--- src/rtl/gpio_apb_ctrl.sv ---
// APB3 slave front-end for one GPIO register block: times register reads,
// issues single-cycle write strobes and merges partial-strobe writes by read-modify-write.
module gpio_apb_ctrl #(
    parameter int unsigned ADDR_W     = 8,
    parameter int unsigned RD_WAIT    = 1,
    parameter int unsigned MAX_OFFSET = 32'h24
) (
    input  logic              sys_clk,
    input  logic              sys_rst,
    input  logic              psel,
    input  logic              penable,
    input  logic              pwrite,
    input  logic [ADDR_W-1:0] paddr,
    input  logic [31:0]       pwdata,
    input  logic [3:0]        pstrb,
    output logic [31:0]       prdata,
    output logic              pready,
    output logic              pslverr,
    output logic [31:0]       gpio_addr,
    output logic [31:0]       gpio_dat_i,
    output logic              gpio_we,
    input  logic [31:0]       gpio_dat_o
);

    typedef enum logic [2:0] {IDLE, RD, RMW_RD, WR, RESP} state_t;

    state_t      state, state_nx;
    logic [2:0]  cnt, cnt_nx;
    logic [31:0] prdata_nx, gpio_addr_nx, gpio_dat_i_nx, merged;
    logic        pready_nx, pslverr_nx, gpio_we_nx;
    logic        setup_err;

    // Offset 0x00 is the read-only input register, so writing it is illegal.
    assign setup_err = (paddr[1:0] != 2'b00) || (32'(paddr) > MAX_OFFSET) ||
                       (pwrite && (paddr == '0));

    // pwdata/pstrb are held stable by the APB master for the whole transfer.
    for (genvar i = 0; i < 4; i++) begin : g_lane
        assign merged[i*8 +: 8] = pstrb[i] ? pwdata[i*8 +: 8] : gpio_dat_o[i*8 +: 8];
    end

    always_comb begin
        state_nx      = state;
        cnt_nx        = cnt;
        prdata_nx     = prdata;
        gpio_addr_nx  = gpio_addr;
        gpio_dat_i_nx = gpio_dat_i;
        pready_nx     = 1'b0;
        pslverr_nx    = 1'b0;
        gpio_we_nx    = 1'b0;
        case (state)
            IDLE: begin
                if (psel && !penable) begin
                    gpio_addr_nx = 32'(paddr);
                    if (setup_err) begin
                        state_nx   = RESP;
                        pready_nx  = 1'b1;
                        pslverr_nx = 1'b1;
                        prdata_nx  = '0;
                    end else if (!pwrite) begin
                        state_nx = RD;
                        cnt_nx   = 3'(RD_WAIT);
                    end else if (pstrb == 4'hF) begin
                        state_nx      = WR;
                        gpio_dat_i_nx = pwdata;
                        gpio_we_nx    = 1'b1;
                        pready_nx     = 1'b1;
                    end else if (pstrb == 4'h0) begin
                        state_nx  = RESP;
                        pready_nx = 1'b1;
                    end else begin
                        state_nx = RMW_RD;
                        cnt_nx   = 3'(RD_WAIT);
                    end
                end
            end
            RD, RMW_RD: begin
                // Only psel is watched mid-transfer; losing it abandons the access silently.
                if (!psel) begin
                    state_nx = IDLE;
                end else begin
                    cnt_nx = cnt - 3'd1;
                    if (cnt == 3'd1) begin
                        pready_nx = 1'b1;
                        if (state == RD) begin
                            prdata_nx = gpio_dat_o;
                            state_nx  = RESP;
                        end else begin
                            gpio_dat_i_nx = merged;
                            gpio_we_nx    = 1'b1;
                            state_nx      = WR;
                        end
                    end
                end
            end
            WR, RESP: state_nx = IDLE;
            default:  state_nx = IDLE;
        endcase
    end

    always_ff @(posedge sys_clk or posedge sys_rst) begin
        if (sys_rst) begin
            state      <= IDLE;
            cnt        <= '0;
            prdata     <= '0;
            gpio_addr  <= '0;
            gpio_dat_i <= '0;
            pready     <= 1'b0;
            pslverr    <= 1'b0;
            gpio_we    <= 1'b0;
        end else begin
            state      <= state_nx;
            cnt        <= cnt_nx;
            prdata     <= prdata_nx;
            gpio_addr  <= gpio_addr_nx;
            gpio_dat_i <= gpio_dat_i_nx;
            pready     <= pready_nx;
            pslverr    <= pslverr_nx;
            gpio_we    <= gpio_we_nx;
        end
    end

endmodule

--- config.mk ---
export PLATFORM = sky130hd
export DESIGN_NAME = gpio_apb_ctrl
export DESIGN_NICKNAME = d
export VERILOG_FILES = /design/src/rtl/gpio_apb_ctrl.sv
export SDC_FILE = /design/constraint.sdc
export NUM_CORES = 1
export LEC_CHECK = 0
export BUFFER_PORTS_ARGS = -buffer_cell sky130_fd_sc_hd__buf_2
export CAP_MARGIN = 20
export CORE_ASPECT_RATIO = 1.25
export CORE_UTILIZATION = 47
export DETAILED_ROUTE_END_ITERATION = 8
export PLACE_DENSITY = 0.81
export SLEW_MARGIN = 20
export SYNTH_ARGS = -nofsm -noshare
export SYNTH_HDL_FRONTEND = slang
export SYNTH_SLANG_ARGS = --single-unit
--- constraint.sdc ---
create_clock -name sys_clk -period 4.32 [get_ports sys_clk]
set_clock_uncertainty 0.15 [all_clocks]
set_input_delay 1.296 -clock sys_clk [delete_from_list [all_inputs] [get_ports sys_clk]]
set_output_delay 1.296 -clock sys_clk [all_outputs]
set_load 0.005 [all_outputs]
== After elaboration in Yosys (flattened, before gate mapping) ==
Index checks and enable logic that the tools add are counted.

* Add/subtract/negate cells: 1
* Order comparisons: 1
* Equal/unequal tests: 16
* Muxes and demuxes: 53
* Reductions and logical operators: 16

{| class="wikitable"
|+ Operators with widths
! cell !! number
|-
| 32-bit 2-to-1 mux || 12
|-
| 32-bit one-hot mux with 2 select lines || 2
|-
| 3-bit 2-to-1 mux || 14
|-
| 8-bit 2-to-1 mux || 4
|-
| 2-bit inequality test (second input constant) || 9
|-
| 1-bit 2-to-1 mux || 17
|-
| 3-bit one-hot mux with 2 select lines || 2
|-
| 6-bit AND reduction || 2
|-
| 3-bit inequality test (second input constant) || 3
|-
| 8-bit by 6-bit > comparator with 1-bit output (second input constant) || 1
|-
| 8-bit logical NOT || 1
|-
| 8-bit AND reduction || 1
|-
| 3-bit by 1-bit equality test with 1-bit output (second input constant) || 2
|-
| 4-bit equality test (second input constant) || 1
|-
| 4-bit logical NOT || 1
|-
| 1-bit one-hot mux with 2 select lines || 2
|-
| 2-bit AND reduction || 2
|-
| 2-bit nonzero test || 2
|-
| 3-bit by 2-bit equality test with 1-bit output (second input constant) || 1
|-
| 3-bit logical NOT || 1
|-
| 3-bit by 1-bit subtractor with 3-bit output (second input constant) || 1
|-
| 1-bit logical AND || 2
|-
| 1-bit logical OR || 2
|-
| 2-bit OR reduction || 1
|-
| 1-bit logical NOT || 1
|}

* Register bits after elaboration: 81
* Input bits: 81
* Output and inout port bits: 99

== Logic depth before layout (Yosys ltp) ==
* Depth after elaboration: 7
* Mapped depth: 8

== Worst setup path after synthesis ==
No wires, ideal clock.

* Path kind: input -> register
* Start point: input port paddr[5]
* End point: register gpio_dat_i[10]
* Library setup time: 0.125 ns
* Data arrival time: 2.634 ns
* Setup slack: 1.411 ns
* Stages: 6
* Path buffers: 1
* Cells stage by stage: or4b_1 -> o211ai_2 -> o41a_1 -> or2_4 -> buf_6 -> o21ai_1

* Longest elaborated chain between the ends: 5
* Elaborated cells between the ends (all ways): 7

{| class="wikitable"
|+ Ends and longest elaborated chain
! what !! line !! source
|-
| start, declared || 13 || <nowiki>input logic [ADDR_W-1:0] paddr,</nowiki>
|-
| 8-bit by 6-bit > comparator with 1-bit output or 8-bit logical NOT (tied branches) || 34, 35 ||
|-
| 1-bit logical OR or 1-bit logical AND (tied branches) || 34, 35 ||
|-
| 1-bit logical OR * || 34 || <nowiki>assign setup_err = (paddr[1:0] != 2'b00) || (32'(paddr) > MAX_OFFSET) ||</nowiki>
|-
| 2-bit inequality test (no line) * || n/a ||
|-
| 8-bit AND reduction (no line) * || n/a ||
|-
| end signal, assigned || 116 || <nowiki>gpio_dat_i <= gpio_dat_i_nx;</nowiki>
|-
| end, declared || 20 || <nowiki>output logic [31:0] gpio_dat_i,</nowiki>
|}

Mark *: on every way between the ends. The rest lies on a longest branch, timed or not.
A chain may end at the register's enable or synchronous reset.

== Worst setup path after layout ==
* Start point: input port paddr[7]
* End point: register prdata[29]

* Longest elaborated chain between the ends: 5
* Elaborated cells between the ends (all ways): 7

{| class="wikitable"
|+ Ends and longest elaborated chain
! what !! line !! source
|-
| 8-bit by 6-bit > comparator with 1-bit output or 8-bit logical NOT (tied branches) || 34, 35 ||
|-
| 1-bit logical OR or 1-bit logical AND (tied branches) || 34, 35 ||
|-
| 1-bit logical OR * || 34 ||
|-
| 2-bit inequality test (no line) * || n/a ||
|-
| 6-bit AND reduction (no line) * || n/a ||
|-
| end signal, assigned || 114 || <nowiki>prdata <= prdata_nx;</nowiki>
|-
| end, declared || 16 || <nowiki>output logic [31:0] prdata,</nowiki>
|}

Marks and branches as above.

==> load_flow_metrics.sql <==
INSERT INTO impl_metrics (metric_group, metric, value, unit) VALUES
('logic_synthesis', 'synth_edf_count', '0', ''),
('floorplanning', 'ioPinCount', '180', ''),
('placed_design', 'gp_routability_congestion', '0.8620', ''),
('drt', 'topRoutingLayerUsed', 'met4', ''),
('drt', 'ant_nets', '0', ''),
('logic_synthesis', 'share_of_the_yosys_chip_area_belonging_to_registers', '0.5355', ''),
('critical_path', 'timing.critical_path.buf_inv', '2', ''),
('drt', 'overall_routed_net_length', '9140', 'um'),
('worst_hold_path', 'hold-path-endpoint', 'cnt[1]$_DFFE_PP0P_', ''),
('layout', 'ratio_of_cells_with_drive_above_1_in_the_final_layout', '0.3963', ''),
('critical_path', 'cp-start-kind', 'input pin', ''),
('placed_design', 'quantity_of_i_o_buffers_inserted_on_ports', '155', ''),
('critical_path', 'slowest_delay', '0.65', 'ns'),
('logic_synthesis', 'syn_area', '0.003785', 'sq mm'),
('logic_synthesis', 'synth_async_sr_flop_share', '1.000', ''),
('critical_path', 'crit_path_max_fanout', '17', ''),
('cts', 'maximum_level_of_the_cts_h_tree', '3', ''),
('global_route', 'number_of_antenna_violations_at_the_first_check_in_global_routing', '0', ''),
('drt', 'routed-via-count', '3155', ''),
('floorplanning', 'fp.dieW', '82.27', 'um'),
('cts', 'post_cts_resized', '0', ''),
('critical_path', 'cp.arrival', '3.11', 'ns'),
('drt', 'route.layer.met1.wl', '3779', 'um'),
('critical_path', 'path_cells', 'buf_2, nor4_4, o211ai_2, o21ai_2, buf_4, a22o_1', ''),
('floorplanning', 'floorplan.die_area', '0.008418', 'sq mm'),
('floorplanning', 'start_util', '0.4857', ''),
('cts', 'worst_setup_hold_path_clk_slew', '0.08', 'ns'),
('cts', 'hold_fix_buffers_cts', '0', ''),
('global_route', 'track_usage', '0.2233', ''),
('layout', 'final_common_cell', 'buf_2', ''),
('drt', 'met2RoutedLength', '4660', 'um'),
('worst_hold_path', 'worst_hold_path_cells', '1', ''),
('drt', 'route.detailed.wl_per_inst', '15.70', 'um'),
('global_route', 'grt_max_degree', '45', ''),
('critical_path', 'critical_path.endpoint_type', 'flop', ''),
('cts', 'postCtsSetupBuffers', '0', ''),
('power_and_ir_drop', 'power.ir.vdd_worst', '287.7', 'uV'),
('sta', 'hold_violations', '0', ''),
('status', 'run_status', 'completed', ''),
('cts', 'cts_tree', 'built', ''),
('layout', 'most-common-layout-cells', '155 x buf_2, 81 x dfrtp_1, 40 x o21ai_0', ''),
('layout', 'fillerInstances', '688', ''),
('sta', 'relSlewSlack', '0.4782', ''),
('logic_synthesis', 'synth.avg_cell_area', '11.23', 'sq um'),
('sta', 'fin_crit', '2.983', 'ns'),
('drt', 'firstDrtPassIters', '4', ''),
('placed_design', 'placed_area', '0.004518', 'sq mm'),
('layout', 'finalNetCount', '566', ''),
('logic_synthesis', 'ys_seq_elements', '81', ''),
('layout', 'flow.area_growth_from_synthesis', '24.89', '%'),
('drt', 'routed_via_density', '5.421', ''),
('layout', 'multi_input_gate_area_in_the_final_layout', '0.001528', 'sq mm'),
('drt', 'drc', '0', ''),
('layout', 'design_area', '0.004727', 'sq mm'),
('logic_synthesis', 'synth_ff_type', 'dfrtp_1', ''),
('cts', 'cts.root.buffer_cell', 'clkbuf_8', ''),
('sta', 'worst_hold_slack', '0.3479', 'ns'),
('power_and_ir_drop', 'power.leakage', '2.674', 'nW'),
('critical_path', 'worst_path_dominant_cell_family', 'compound AO/OA/AOI/OAI gates', ''),
('worst_hold_path', 'timing.hold.worst.start', 'cnt[1]$_DFFE_PP0P_', ''),
('cts', 'clock_sink_count', '81', ''),
('layout', 'diodes', '0', ''),
('placed_design', 'hpwlAfterDp', '6785', 'um'),
('drt', 'dr_wl_met3', '543', 'um'),
('cts', 'cts-root-to-sink-buffers', '2', ''),
('critical_path', 'crit_path_start', 'paddr[7]', ''),
('critical_path', 'r2r.worst_path.cells', '5', ''),
('sta', 'final_min_period_over_clock_period', '0.6906', ''),
('sta', 'worst_slew_pin_slew', '0.7825', 'ns'),
('logic_synthesis', 'yosys.cell_types.count', '39', ''),
('logic_synthesis', 'number_of_warnings_reported_in_the_yosys_synthesis_log', '0', '');
## per-layer routing
metal,up-vias,track usage
met3,15,0.04196
li1,1468,-
met1,1551,0.2722
met5,-,0
met2,121,0.3853
met4,0,0.08772
## stage by stage
step                worst slack [ns]  utilization  instances  total power [mW]
CTS                            1.322       0.6066        582             1.949
finish                         1.337       0.6066        582             1.930
floorplan                     0.7939            -        360             1.159
global placement               1.039       0.5798        567             1.340
global route                   1.197       0.6066        582             2.048
detailed placement            0.9664       0.5798        567             1.361
## synth_stat cells, types with 2 or more instances
master / n
o21ai_1: 31
nand3_1: 3
dfrtp_1: 81
nand2_1: 6
ha_1: 2
nor2_1: 7
nand2b_1: 3
buf_6: 3
or3_1: 5
mux2_2: 9
a21oi_1: 7
o21ai_0: 40
buf_1: 4
buf_2: 6
buf_4: 24
nor3_1: 2
inv_1: 6
clkbuf_1: 12
nor2b_1: 3
a22o_1: 33
mux2i_1: 32
## worst max path at each step
stage	endpoint	slack (ns)
final	prdata[29]$_DFFE_PP0P_	1.34
after CTS	prdata[29]$_DFFE_PP0P_	1.32
after global placement	prdata[24]$_DFFE_PP0P_	1.04
after global routing	prdata[29]$_DFFE_PP0P_	1.20
after detailed placement	prdata[29]$_DFFE_PP0P_	0.97
after floorplan	cnt[0]$_DFFE_PP0P_	0.79
## worst reg2reg max path: stages, from the launching register on
cell and delay [ns]:
dfrtp_1 0.49, xnor2_1 0.24, nor3_1 0.37, nor2b_2 0.69, buf_4 0.34, a22o_1 0.17
## logic make-up after synthesis
logic type / synth area share
mux: 0.1114
fa+ha+maj: 0.006611
other cells: 0.0009908
compound gates: 0.1974
flops: 0.5355
buf+inv: 0.08628
simple gates: 0.05951
xor+xnor: 0.002314
## sequential cells by signal, summed over array words and instances (netlist names)
name        flops
cnt             3
gpio_addr       8
gpio_dat_i     32
gpio_we         1
prdata         32
pready          1
pslverr         1
state           3
## area by class of cell
class                   instances  share of cell area
inverters                       6            0.005029
well taps                      95             0.02515
flip-flops and latches         81              0.4288
clock inverters                 5             0.01720
clock buffers                  10             0.02700
multi-input cells             224              0.3232
repair buffers                161              0.1736
## where the power goes
group	leakage (nW)	internal (mW)	switching (mW)
clock network	0.102	0.323	0.265
logic	1.51	0.189	0.211
registers	1.06	0.880	0.0633
Power figures use the tool's default switching activity.
